--- config.mk ---
export PLATFORM = sky130hd
export DESIGN_NAME = bram_port_arbiter_flat
export DESIGN_NICKNAME = d
export VERILOG_FILES = /design/src/rtl/bram_port_arbiter_if.sv /design/src/rtl/bram_port_arbiter.sv /design/src/flat_wrapper.sv
export SDC_FILE = /design/constraint.sdc
export NUM_CORES = 1
export LEC_CHECK = 0
export ABC_AREA = 1
export BUFFER_PORTS_ARGS = -buffer_cell sky130_fd_sc_hd__buf_4
export CAP_MARGIN = 20
export CORE_MARGIN = 2
export CORE_UTILIZATION = 60
export DETAILED_ROUTE_END_ITERATION = 7
export PLACE_DENSITY = 0.84
export RECOVER_POWER = 50
export SKIP_LAST_GASP = 1
export SYNTH_ARGS = -nofsm -noshare
export SYNTH_HDL_FRONTEND = slang
export SYNTH_SLANG_ARGS = --single-unit
--- constraint.sdc ---
create_clock -name O_CLK -period 4.25 [get_ports O_CLK]
set_input_delay 0 -clock O_CLK [delete_from_list [all_inputs] [get_ports O_CLK]]
set_output_delay 0 -clock O_CLK [all_outputs]
set_load 0.02 [all_outputs]
--- src/rtl/bram_port_arbiter_if.sv ---
// Bundle of requester-side and BRAM-side signals owned by the frame-buffer port arbiter.
// slave = arbiter view, master = requesters plus BRAM primitive view.
interface bram_port_arbiter_if #(
    parameter int unsigned ADDR_W = 14
);
    logic              WR_REQ;
    logic [ADDR_W-1:0] WR_ADDR;
    logic [7:0]        WR_DATA;
    logic              WR_READY;
    logic              RD_REQ;
    logic [ADDR_W-1:0] RD_ADDR;
    logic              RD_ACK;
    logic [7:0]        RD_DATA;
    logic              RD_VALID;
    logic [ADDR_W-1:0] BRAM_ADDR;
    logic [7:0]        BRAM_DIN;
    logic              BRAM_WE;
    logic [7:0]        BRAM_DOUT;
    logic              OVERFLOW;

    modport slave (
        input  WR_REQ, WR_ADDR, WR_DATA, RD_REQ, RD_ADDR, BRAM_DOUT,
        output WR_READY, RD_ACK, RD_DATA, RD_VALID, BRAM_ADDR, BRAM_DIN, BRAM_WE, OVERFLOW
    );

    modport master (
        output WR_REQ, WR_ADDR, WR_DATA, RD_REQ, RD_ADDR, BRAM_DOUT,
        input  WR_READY, RD_ACK, RD_DATA, RD_VALID, BRAM_ADDR, BRAM_DIN, BRAM_WE, OVERFLOW
    );
endinterface

--- src/rtl/bram_port_arbiter.sv ---
// Single-port frame-buffer BRAM arbiter: posted writes through a small FIFO,
// read priority for scan-out, forced write drain when the FIFO is full.
module bram_port_arbiter #(
    parameter int unsigned WFIFO_DEPTH = 4,
    parameter int unsigned ADDR_W      = 14
) (
    input  logic                 O_CLK,
    input  logic                 RST_N,
    bram_port_arbiter_if.slave   bus
);
    localparam int unsigned PTR_W = (WFIFO_DEPTH > 1) ? $clog2(WFIFO_DEPTH) : 1;
    localparam int unsigned CNT_W = $clog2(WFIFO_DEPTH) + 1;
    localparam logic [CNT_W-1:0] DEPTH_C = CNT_W'(WFIFO_DEPTH);

    logic [ADDR_W-1:0] r_fifo_addr [WFIFO_DEPTH];
    logic [7:0]        r_fifo_data [WFIFO_DEPTH];
    logic [PTR_W-1:0]  r_wr_ptr;
    logic [PTR_W-1:0]  r_rd_ptr;
    logic [CNT_W-1:0]  r_count;
    logic [CNT_W-1:0]  w_count_nxt;
    logic              r_wr_ready;
    logic              r_rd_pend;
    logic              r_rd_valid;
    logic              r_overflow;
    logic [ADDR_W-1:0] r_bram_addr;
    logic [7:0]        r_bram_din;
    logic              r_bram_we;

    logic w_full;
    logic w_empty;
    logic w_push;
    logic w_pop;
    logic w_rd_ack;

    assign w_full  = (r_count == DEPTH_C);
    assign w_empty = (r_count == '0);
    assign w_push  = bus.WR_REQ & r_wr_ready;

    // One BRAM op per cycle: full FIFO beats reads, reads beat ordinary drain.
    always_comb begin
        w_pop    = 1'b0;
        w_rd_ack = 1'b0;
        if (w_full) begin
            w_pop = 1'b1;
        end else if (bus.RD_REQ) begin
            w_rd_ack = 1'b1;
        end else if (!w_empty) begin
            w_pop = 1'b1;
        end
    end

    always_comb begin
        w_count_nxt = r_count;
        case ({w_push, w_pop})
            2'b10:   w_count_nxt = r_count + CNT_W'(1);
            2'b01:   w_count_nxt = r_count - CNT_W'(1);
            default: w_count_nxt = r_count;
        endcase
    end

    // Storage carries no reset; occupancy and pointers define validity.
    always_ff @(posedge O_CLK) begin
        if (w_push) begin
            r_fifo_addr[r_wr_ptr] <= bus.WR_ADDR;
            r_fifo_data[r_wr_ptr] <= bus.WR_DATA;
        end
    end

    always_ff @(posedge O_CLK or negedge RST_N) begin
        if (!RST_N) begin
            r_wr_ptr   <= '0;
            r_rd_ptr   <= '0;
            r_count    <= '0;
            r_wr_ready <= 1'b0;
            r_overflow <= 1'b0;
        end else begin
            if (w_push) r_wr_ptr <= r_wr_ptr + PTR_W'(1);
            if (w_pop)  r_rd_ptr <= r_rd_ptr + PTR_W'(1);
            r_count    <= w_count_nxt;
            r_wr_ready <= (w_count_nxt != DEPTH_C);
            r_overflow <= r_overflow | (bus.WR_REQ & ~r_wr_ready);
        end
    end

    // BRAM control pins; address and data hold while idle.
    always_ff @(posedge O_CLK or negedge RST_N) begin
        if (!RST_N) begin
            r_bram_addr <= '0;
            r_bram_din  <= '0;
            r_bram_we   <= 1'b0;
            r_rd_pend   <= 1'b0;
            r_rd_valid  <= 1'b0;
        end else begin
            r_bram_we  <= w_pop;
            r_rd_pend  <= w_rd_ack;
            r_rd_valid <= r_rd_pend;
            if (w_pop) begin
                r_bram_addr <= r_fifo_addr[r_rd_ptr];
                r_bram_din  <= r_fifo_data[r_rd_ptr];
            end else if (w_rd_ack) begin
                r_bram_addr <= bus.RD_ADDR;
            end
        end
    end

    assign bus.WR_READY  = r_wr_ready;
    assign bus.RD_ACK    = w_rd_ack;
    assign bus.RD_DATA   = bus.BRAM_DOUT;
    assign bus.RD_VALID  = r_rd_valid;
    assign bus.BRAM_ADDR = r_bram_addr;
    assign bus.BRAM_DIN  = r_bram_din;
    assign bus.BRAM_WE   = r_bram_we;
    assign bus.OVERFLOW  = r_overflow;
endmodule

--- src/flat_wrapper.sv ---
// flat-port wrapper written by rule: the top's interface ports become plain ports
module bram_port_arbiter_flat 
#(
    parameter int unsigned WFIFO_DEPTH = 4,
    parameter int unsigned ADDR_W      = 14
)
  (O_CLK, RST_N, bus_WR_REQ, bus_WR_ADDR, bus_WR_DATA, bus_RD_REQ, bus_RD_ADDR, bus_BRAM_DOUT, bus_WR_READY, bus_RD_ACK, bus_RD_DATA, bus_RD_VALID, bus_BRAM_ADDR, bus_BRAM_DIN, bus_BRAM_WE, bus_OVERFLOW);
  bram_port_arbiter_if #(.ADDR_W(ADDR_W)) bus_i ();
  input  logic O_CLK;
  input  logic RST_N;
  input wire logic [$bits(bus_i.WR_REQ)-1:0] bus_WR_REQ;
  input wire logic [$bits(bus_i.WR_ADDR)-1:0] bus_WR_ADDR;
  input wire logic [$bits(bus_i.WR_DATA)-1:0] bus_WR_DATA;
  input wire logic [$bits(bus_i.RD_REQ)-1:0] bus_RD_REQ;
  input wire logic [$bits(bus_i.RD_ADDR)-1:0] bus_RD_ADDR;
  input wire logic [$bits(bus_i.BRAM_DOUT)-1:0] bus_BRAM_DOUT;
  output wire logic [$bits(bus_i.WR_READY)-1:0] bus_WR_READY;
  output wire logic [$bits(bus_i.RD_ACK)-1:0] bus_RD_ACK;
  output wire logic [$bits(bus_i.RD_DATA)-1:0] bus_RD_DATA;
  output wire logic [$bits(bus_i.RD_VALID)-1:0] bus_RD_VALID;
  output wire logic [$bits(bus_i.BRAM_ADDR)-1:0] bus_BRAM_ADDR;
  output wire logic [$bits(bus_i.BRAM_DIN)-1:0] bus_BRAM_DIN;
  output wire logic [$bits(bus_i.BRAM_WE)-1:0] bus_BRAM_WE;
  output wire logic [$bits(bus_i.OVERFLOW)-1:0] bus_OVERFLOW;
  assign bus_i.WR_REQ = bus_WR_REQ;
  assign bus_i.WR_ADDR = bus_WR_ADDR;
  assign bus_i.WR_DATA = bus_WR_DATA;
  assign bus_i.RD_REQ = bus_RD_REQ;
  assign bus_i.RD_ADDR = bus_RD_ADDR;
  assign bus_i.BRAM_DOUT = bus_BRAM_DOUT;
  assign bus_WR_READY = bus_i.WR_READY;
  assign bus_RD_ACK = bus_i.RD_ACK;
  assign bus_RD_DATA = bus_i.RD_DATA;
  assign bus_RD_VALID = bus_i.RD_VALID;
  assign bus_BRAM_ADDR = bus_i.BRAM_ADDR;
  assign bus_BRAM_DIN = bus_i.BRAM_DIN;
  assign bus_BRAM_WE = bus_i.BRAM_WE;
  assign bus_OVERFLOW = bus_i.OVERFLOW;
  bram_port_arbiter #(.WFIFO_DEPTH(WFIFO_DEPTH), .ADDR_W(ADDR_W)) u_core (.O_CLK(O_CLK), .RST_N(RST_N), .bus(bus_i));
endmodule
* Word level (Yosys, flattened, before mapping) *
Memory sizes are Yosys's and may differ from the RTL's. A register that Yosys moved wholly into a read port is not among the register bits.
Index checks and enable logic that the tools add are counted.

operators by class
  multiplexer cells = 10
  eq/ne operators = 4
  bitwise operators = 4
  add/sub/neg operators = 4
  reductions and logical operators = 3

operators with widths
  kind                                               number
  two-way mux 14 bit                                 2
  two-way mux 1 bit                                  7
  case mux 3 bit (2 select lines)                    1
  adder 2 x 1 -> 2 bit (second input constant)       2
  adder 3 x 1 -> 3 bit (second input constant)       1
  == test 3 bit (second input constant)              1
  logical NOT 3 bit                                  1
  != test 3 bit (second input constant)              1
  subtractor 3 x 1 -> 3 bit (second input constant)  1
  bitwise AND 1 bit                                  2
  == test 2 x 1 -> 1 bit (second input constant)     1
  == test 2 bit (second input constant)              1
  nonzero test 2 bit                                 1
  logical NOT 1 bit                                  1
  NOT 1 bit                                          1
  bitwise OR 1 bit                                   1

word-level totals
  logic and storage cells = 36
  bits in registers = 26
  input bits = 48
  memory bits (writable) = 88
  output and inout port bits = 35
  memories = 2

memory list
  memory              depth  bits a word  read ports  clocked after memory_dff  wr ports  RTL line                 text
  u_core.r_fifo_addr  4      14           1           0                         1         bram_port_arbiter.sv:15  logic [ADDR_W-1:0] r_fifo_addr [WFIFO_DEPTH];
  u_core.r_fifo_data  4      8            1           1                         1         bram_port_arbiter.sv:16  logic [7:0] r_fifo_data [WFIFO_DEPTH];

* Longest topological paths before layout *
  word-level depth = 7
  mapped depth = 12
  depth with buffers taken out = 11

* Worst setup path before layout *
OpenSTA, ideal clock, no wires.

  path type = reg2reg
  start = reg u_core.r_count[0]
  end = reg u_core.r_wr_ready, in the netlist u_core.bus.WR_READY
  arrival = 1.965 ns
  period minus slack after synthesis = 2.089 ns
  slack = 2.161 ns
  data required time = 4.126 ns
  stages on the path, launching flop included = 13
  path through = dfrtp_1 nor2_4 nand2_2 o21ai_2 buf_4 ha_1 inv_1 fa_1 nor2_1 nor2_1 nand2_1 xor2_1 nand2_1

between the ends
  cells in the longest elaborated chain, start to end = 7
  elaborated cells between the ends (all ways) = 11

ends and longest elaborated chain
  item                                                            RTL line                 text
  start: declaration                                              bram_port_arbiter.sv:19  logic [CNT_W-1:0] r_count;
  start signal: assignment                                        bram_port_arbiter.sv:79  r_count <= w_count_nxt;
  logical NOT 3 bit                                               bram_port_arbiter.sv:36  assign w_empty = (r_count == '0);
  two-way mux 1 bit                                               bram_port_arbiter.sv:47  end else if (!w_empty) begin
  two-way mux 1 bit                                               bram_port_arbiter.sv:45  end else if (bus.RD_REQ) begin
  two-way mux 1 bit *                                             bram_port_arbiter.sv:43  if (w_full) begin
  named net u_core.w_pop                                          bram_port_arbiter.sv:32  logic w_pop;
  == test 2 x 1 -> 1 bit / == test 2 bit (equally long branches)  bram_port_arbiter.sv:54  case ({w_push, w_pop})
  case mux 3 bit (2 select lines) *                               bram_port_arbiter.sv:54
  named net u_core.w_count_nxt[2]                                 bram_port_arbiter.sv:20  logic [CNT_W-1:0] w_count_nxt;
  != test 3 bit *                                                 bram_port_arbiter.sv:80  r_wr_ready <= (w_count_nxt != DEPTH_C);
  end signal: assignment                                          bram_port_arbiter.sv:80
  end: declaration                                                bram_port_arbiter.sv:21  logic r_wr_ready;

Mark *: on every way through the listed nets, which the timed path passes. The rest lies on a longest branch.
A chain may end at the register's enable or synchronous reset.

* Worst setup path in the final report *
  start = reg u_core.r_rd_ptr[0]
  end = reg u_core.r_bram_addr[11], in the netlist u_core.bus.BRAM_ADDR[11]

between the ends
  cells in the longest elaborated chain, start to end = 2

ends and longest elaborated chain
  item                      RTL line                  text
  start: declaration        bram_port_arbiter.sv:18   logic [PTR_W-1:0] r_rd_ptr;
  start signal: assignment  bram_port_arbiter.sv:78   if (w_pop) r_rd_ptr <= r_rd_ptr + PTR_W'(1);
  memory read (4 x 14 bit)  --
  two-way mux 14 bit        bram_port_arbiter.sv:97   if (w_pop) begin
  end signal: assignment    bram_port_arbiter.sv:98   r_bram_addr <= r_fifo_addr[r_rd_ptr];
  end signal: assignment    bram_port_arbiter.sv:101  r_bram_addr <= bus.RD_ADDR;
  end: declaration          bram_port_arbiter.sv:25   logic [ADDR_W-1:0] r_bram_addr;

No other way between the ends.

==> metrics <==
status=finished clean; Critical Path Max Stage Delay=940 ps; grt total ovfl=0; routed vias=3826; Hold WC Path Type=in2out; layout cell share with drive strength beyond 1=13.1%; Placer Congestion=0.791; Fmax=305 MHz; HP Start=bus_BRAM_DOUT[5]; leakage=2.68 nW; DIE WIDTH=95.7 um; Synth Instances=447; ant diodes=0; Worst setup EP type=register; Min Hold Slack=0.00884 ps; CP Class=reg2reg; Max Fanout on Critical Path=40; Initial DRT Pass Iterations=8; maximum VDD drop=0.513 mV; via-per-instance ratio=5.59; DR iter-0 viols=458; post-synthesis area per instance=11.3 um2; sequential element share of the synthesized area=69.2%; slew margin rel.=35.4%; Post CTS Setup Buffer Count=0; CP dominant cell by count=nand2_1; H-tree levels=4; pwr dens=739 mW/mm2; Clock Sinks=122; reg2reg start=u_core.r_rd_ptr[0]; Routed WL per cell=18.1 um; Tot GR Track Use=29.1%; hold path cells=0; required time worst endpoint=4640 ps; total power=4.83 mW; DRC viols=0; CP max stage cell=dfrtp_1; dpl hpwl=5990 um; worst-margin pin slew=969 ps; Core Footprint=0.00818 mm2; max cap viols=0; Final ANT Viol Nets=0; crit start category=register; Fill cells=474; worst reg2reg path depth=9; Routed WL=12400 um; Num CTS Buffers=17; Initial Util=61.8%; clk slew on worst S/H paths=60 ps; Top Ports=83; synth warn=0; flops & latches, synth=122; Row Count=33; final hold vios=0; first-pass GRT wire length=19300 um; RSZ-0062 raised after global routing=no; syn_nets=501; Distinct cells, synth=27; Final Max Tran Viols=0; worst clock skew=6.90 ps; Mapped Area=0.00505 mm2; initial antenna violation count=0; minimum clock period=3280 ps; largest net degree at the start of global routing=41; Critical Path, Cell by Cell=inv_2, nand2_1, nand3_1, nand3_1, nand2_1, nand2_1, dlygate4sd3_1, nand2_1, dlygate4sd3_1; critical path arrival=3670 ps; Final Cycle Share=77.3%; Layout area overhead=29.4%; Crit Reg-Reg Endpoint=u_core.bus.BRAM_ADDR[11]; Clock Path Buffers=2; Layout Nets=621; PortBufs=66; vias in the first global route=3939; # setup viols final=0; Die ar.=0.00917 mm2; clk_lat worst skew=510 ps; root buf cell=clkbuf_8; hold path endpoint=bus_RD_DATA[5]; Die Ht=95.7 um; Total Neg Setup Slack=0 ps; R2R Setup Slk=970 ps; CTS tree=yes
-- how the worst max path moves through the flow --
stage | slack, ps | endpoint | from | cells past startpoint
after detailed placement | 1410 | u_core.bus.WR_READY | u_core.r_count[0] | 10
after global placement | 1600 | u_core.bus.WR_READY | u_core.r_count[0] | 10
after global routing | 750 | u_core.bus.BRAM_ADDR[11] | u_core.r_rd_ptr[0] | 9
after CTS | 1070 | u_core.bus.BRAM_ADDR[11] | u_core.r_rd_ptr[0] | 9
after floorplan | 2160 | u_core.bus.WR_READY | u_core.r_count[0] | 12
final | 970 | u_core.bus.BRAM_ADDR[11] | u_core.r_rd_ptr[0] | 9
-- critical path: cells and delay by family, from the launching register on --
| kind | cells | cell delay (ps) |
|---|---|---|
| flops | 1 | 940 |
| buf+inv | 3 | 1610 |
| simple gates | 6 | 590 |
-- kinds of logic (layout without fill, tap and decap cells) --
group / Yosys count / in the layout / share of synthesized area [%]
adder cells (fa/ha/maj): 6 / 6 / 1.64
buffers and inverters: 58 / 191 / 6.12
flip-flops: 122 / 122 / 69.2
XOR/XNOR: 5 / 5 / 1.02
AO/OA/AOI/OAI: 57 / 57 / 5.85
AND/OR/NAND/NOR: 199 / 199 / 16.2
-- layout make-up --
class	instances	area [um2]	area share, %
sequential	122	3490	53.5
clock inverter	15	169	2.58
multi-input combinational	267	1260	19.2
inverter	32	120	1.84
clock buffer	17	414	6.34
timing repair buffer	127	950	14.5
tap	105	131	2.01
-- per-stage QoR --
stage | instances | instance area (um2) | util (%) | setup WS [ps]
CTS | 684 | 6700 | 81.9 | 1070
finish | 685 | 6540 | 79.9 | 966
detailed placement | 597 | 5560 | 68.0 | 1410
global route | 685 | 6540 | 79.9 | 747
floorplan | 447 | 5050 | - | 2160
global placement | 595 | 5520 | 67.5 | 1600
-- registers in the layout, indices dropped and copies added, names as in the netlist, 2 cells and up --
| register | flops |
|---|---|
| u_core.r_fifo_data | 32 |
| u_core.r_count | 3 |
| u_core.r_fifo_addr | 56 |
| u_core.r_rd_ptr | 2 |
| u_core.bus.BRAM_ADDR | 14 |
| u_core.r_wr_ptr | 2 |
| u_core.bus.BRAM_DIN | 8 |
-- synthesized netlist by cell type --
library cell  count  area (um2)
nand2_2           1        6.26
nand3_1          12        60.1
inv_2             3        11.3
edfxtp_1         88        2640
or2_1             2        12.5
o21ai_1          13        65.1
ha_1              5        62.6
or2_2             2        12.5
buf_6             6        67.6
xor2_1            3        26.3
nand2_1         120         450
buf_4            11        82.6
fa_1              1        20.0
clkbuf_1          5        18.8
nor2_4            2        22.5
a21oi_1           1        5.00
xor2_2            1        16.3
o21bai_1          1        7.51
o21ai_0          40         200
o21ai_2           2        17.5
xnor2_1           1        8.76
nand2_4           3        33.8
buf_2             4        20.0
dfrtp_1          34         851
inv_1            29         109
nor2_1           56         210
nand3_2           1        10.0
-- cell usage in the layout (no fill, tap or decap), types with 2 or more instances in the layout --
master	count
buf_8	2
inv_6	3
nor2_1	52
nand2_4	3
clkbuf_16	16
dlygate4sd3_1	55
bufinv_16	2
clkinv_4	6
nor2_4	2
inv_1	29
or2_2	2
edfxtp_1	88
xor2_1	3
o21ai_1	13
nor2_2	4
nand2_1	120
dfrtp_1	34
clkbuf_1	47
buf_4	22
inv_2	3
o21ai_2	2
o21ai_0	40
or2_1	2
ha_1	5
nand3_1	12
clkinvlp_4	4
-- per-layer routing --
metal | up-vias | track usage (%) | wire [um]
met2 | 228 | 49.5 | 6270
met5 | - | 0 | 0
met3 | 53 | 7.28 | 983
met4 | 0 | 12.7 | 435
li1 | 1705 | - | -
met1 | 1840 | 35.3 | 4710
-- where the power goes --
group / switching, mW / total (mW) / internal (mW) / leakage [nW]
Clock: 0.539 / 1.38 / 0.843 / 0.272
Combinational: 1.11 / 1.65 / 0.543 / 1.20
Sequential: 0.183 / 1.79 / 1.61 / 1.21
-- timing repair --
action | CTS | global route
hold buffers | 55 | 0
hold endpoints to repair | 138 | 0
resized for setup | 0 | 0
Note: power is estimated with default switching activity, not from simulation.
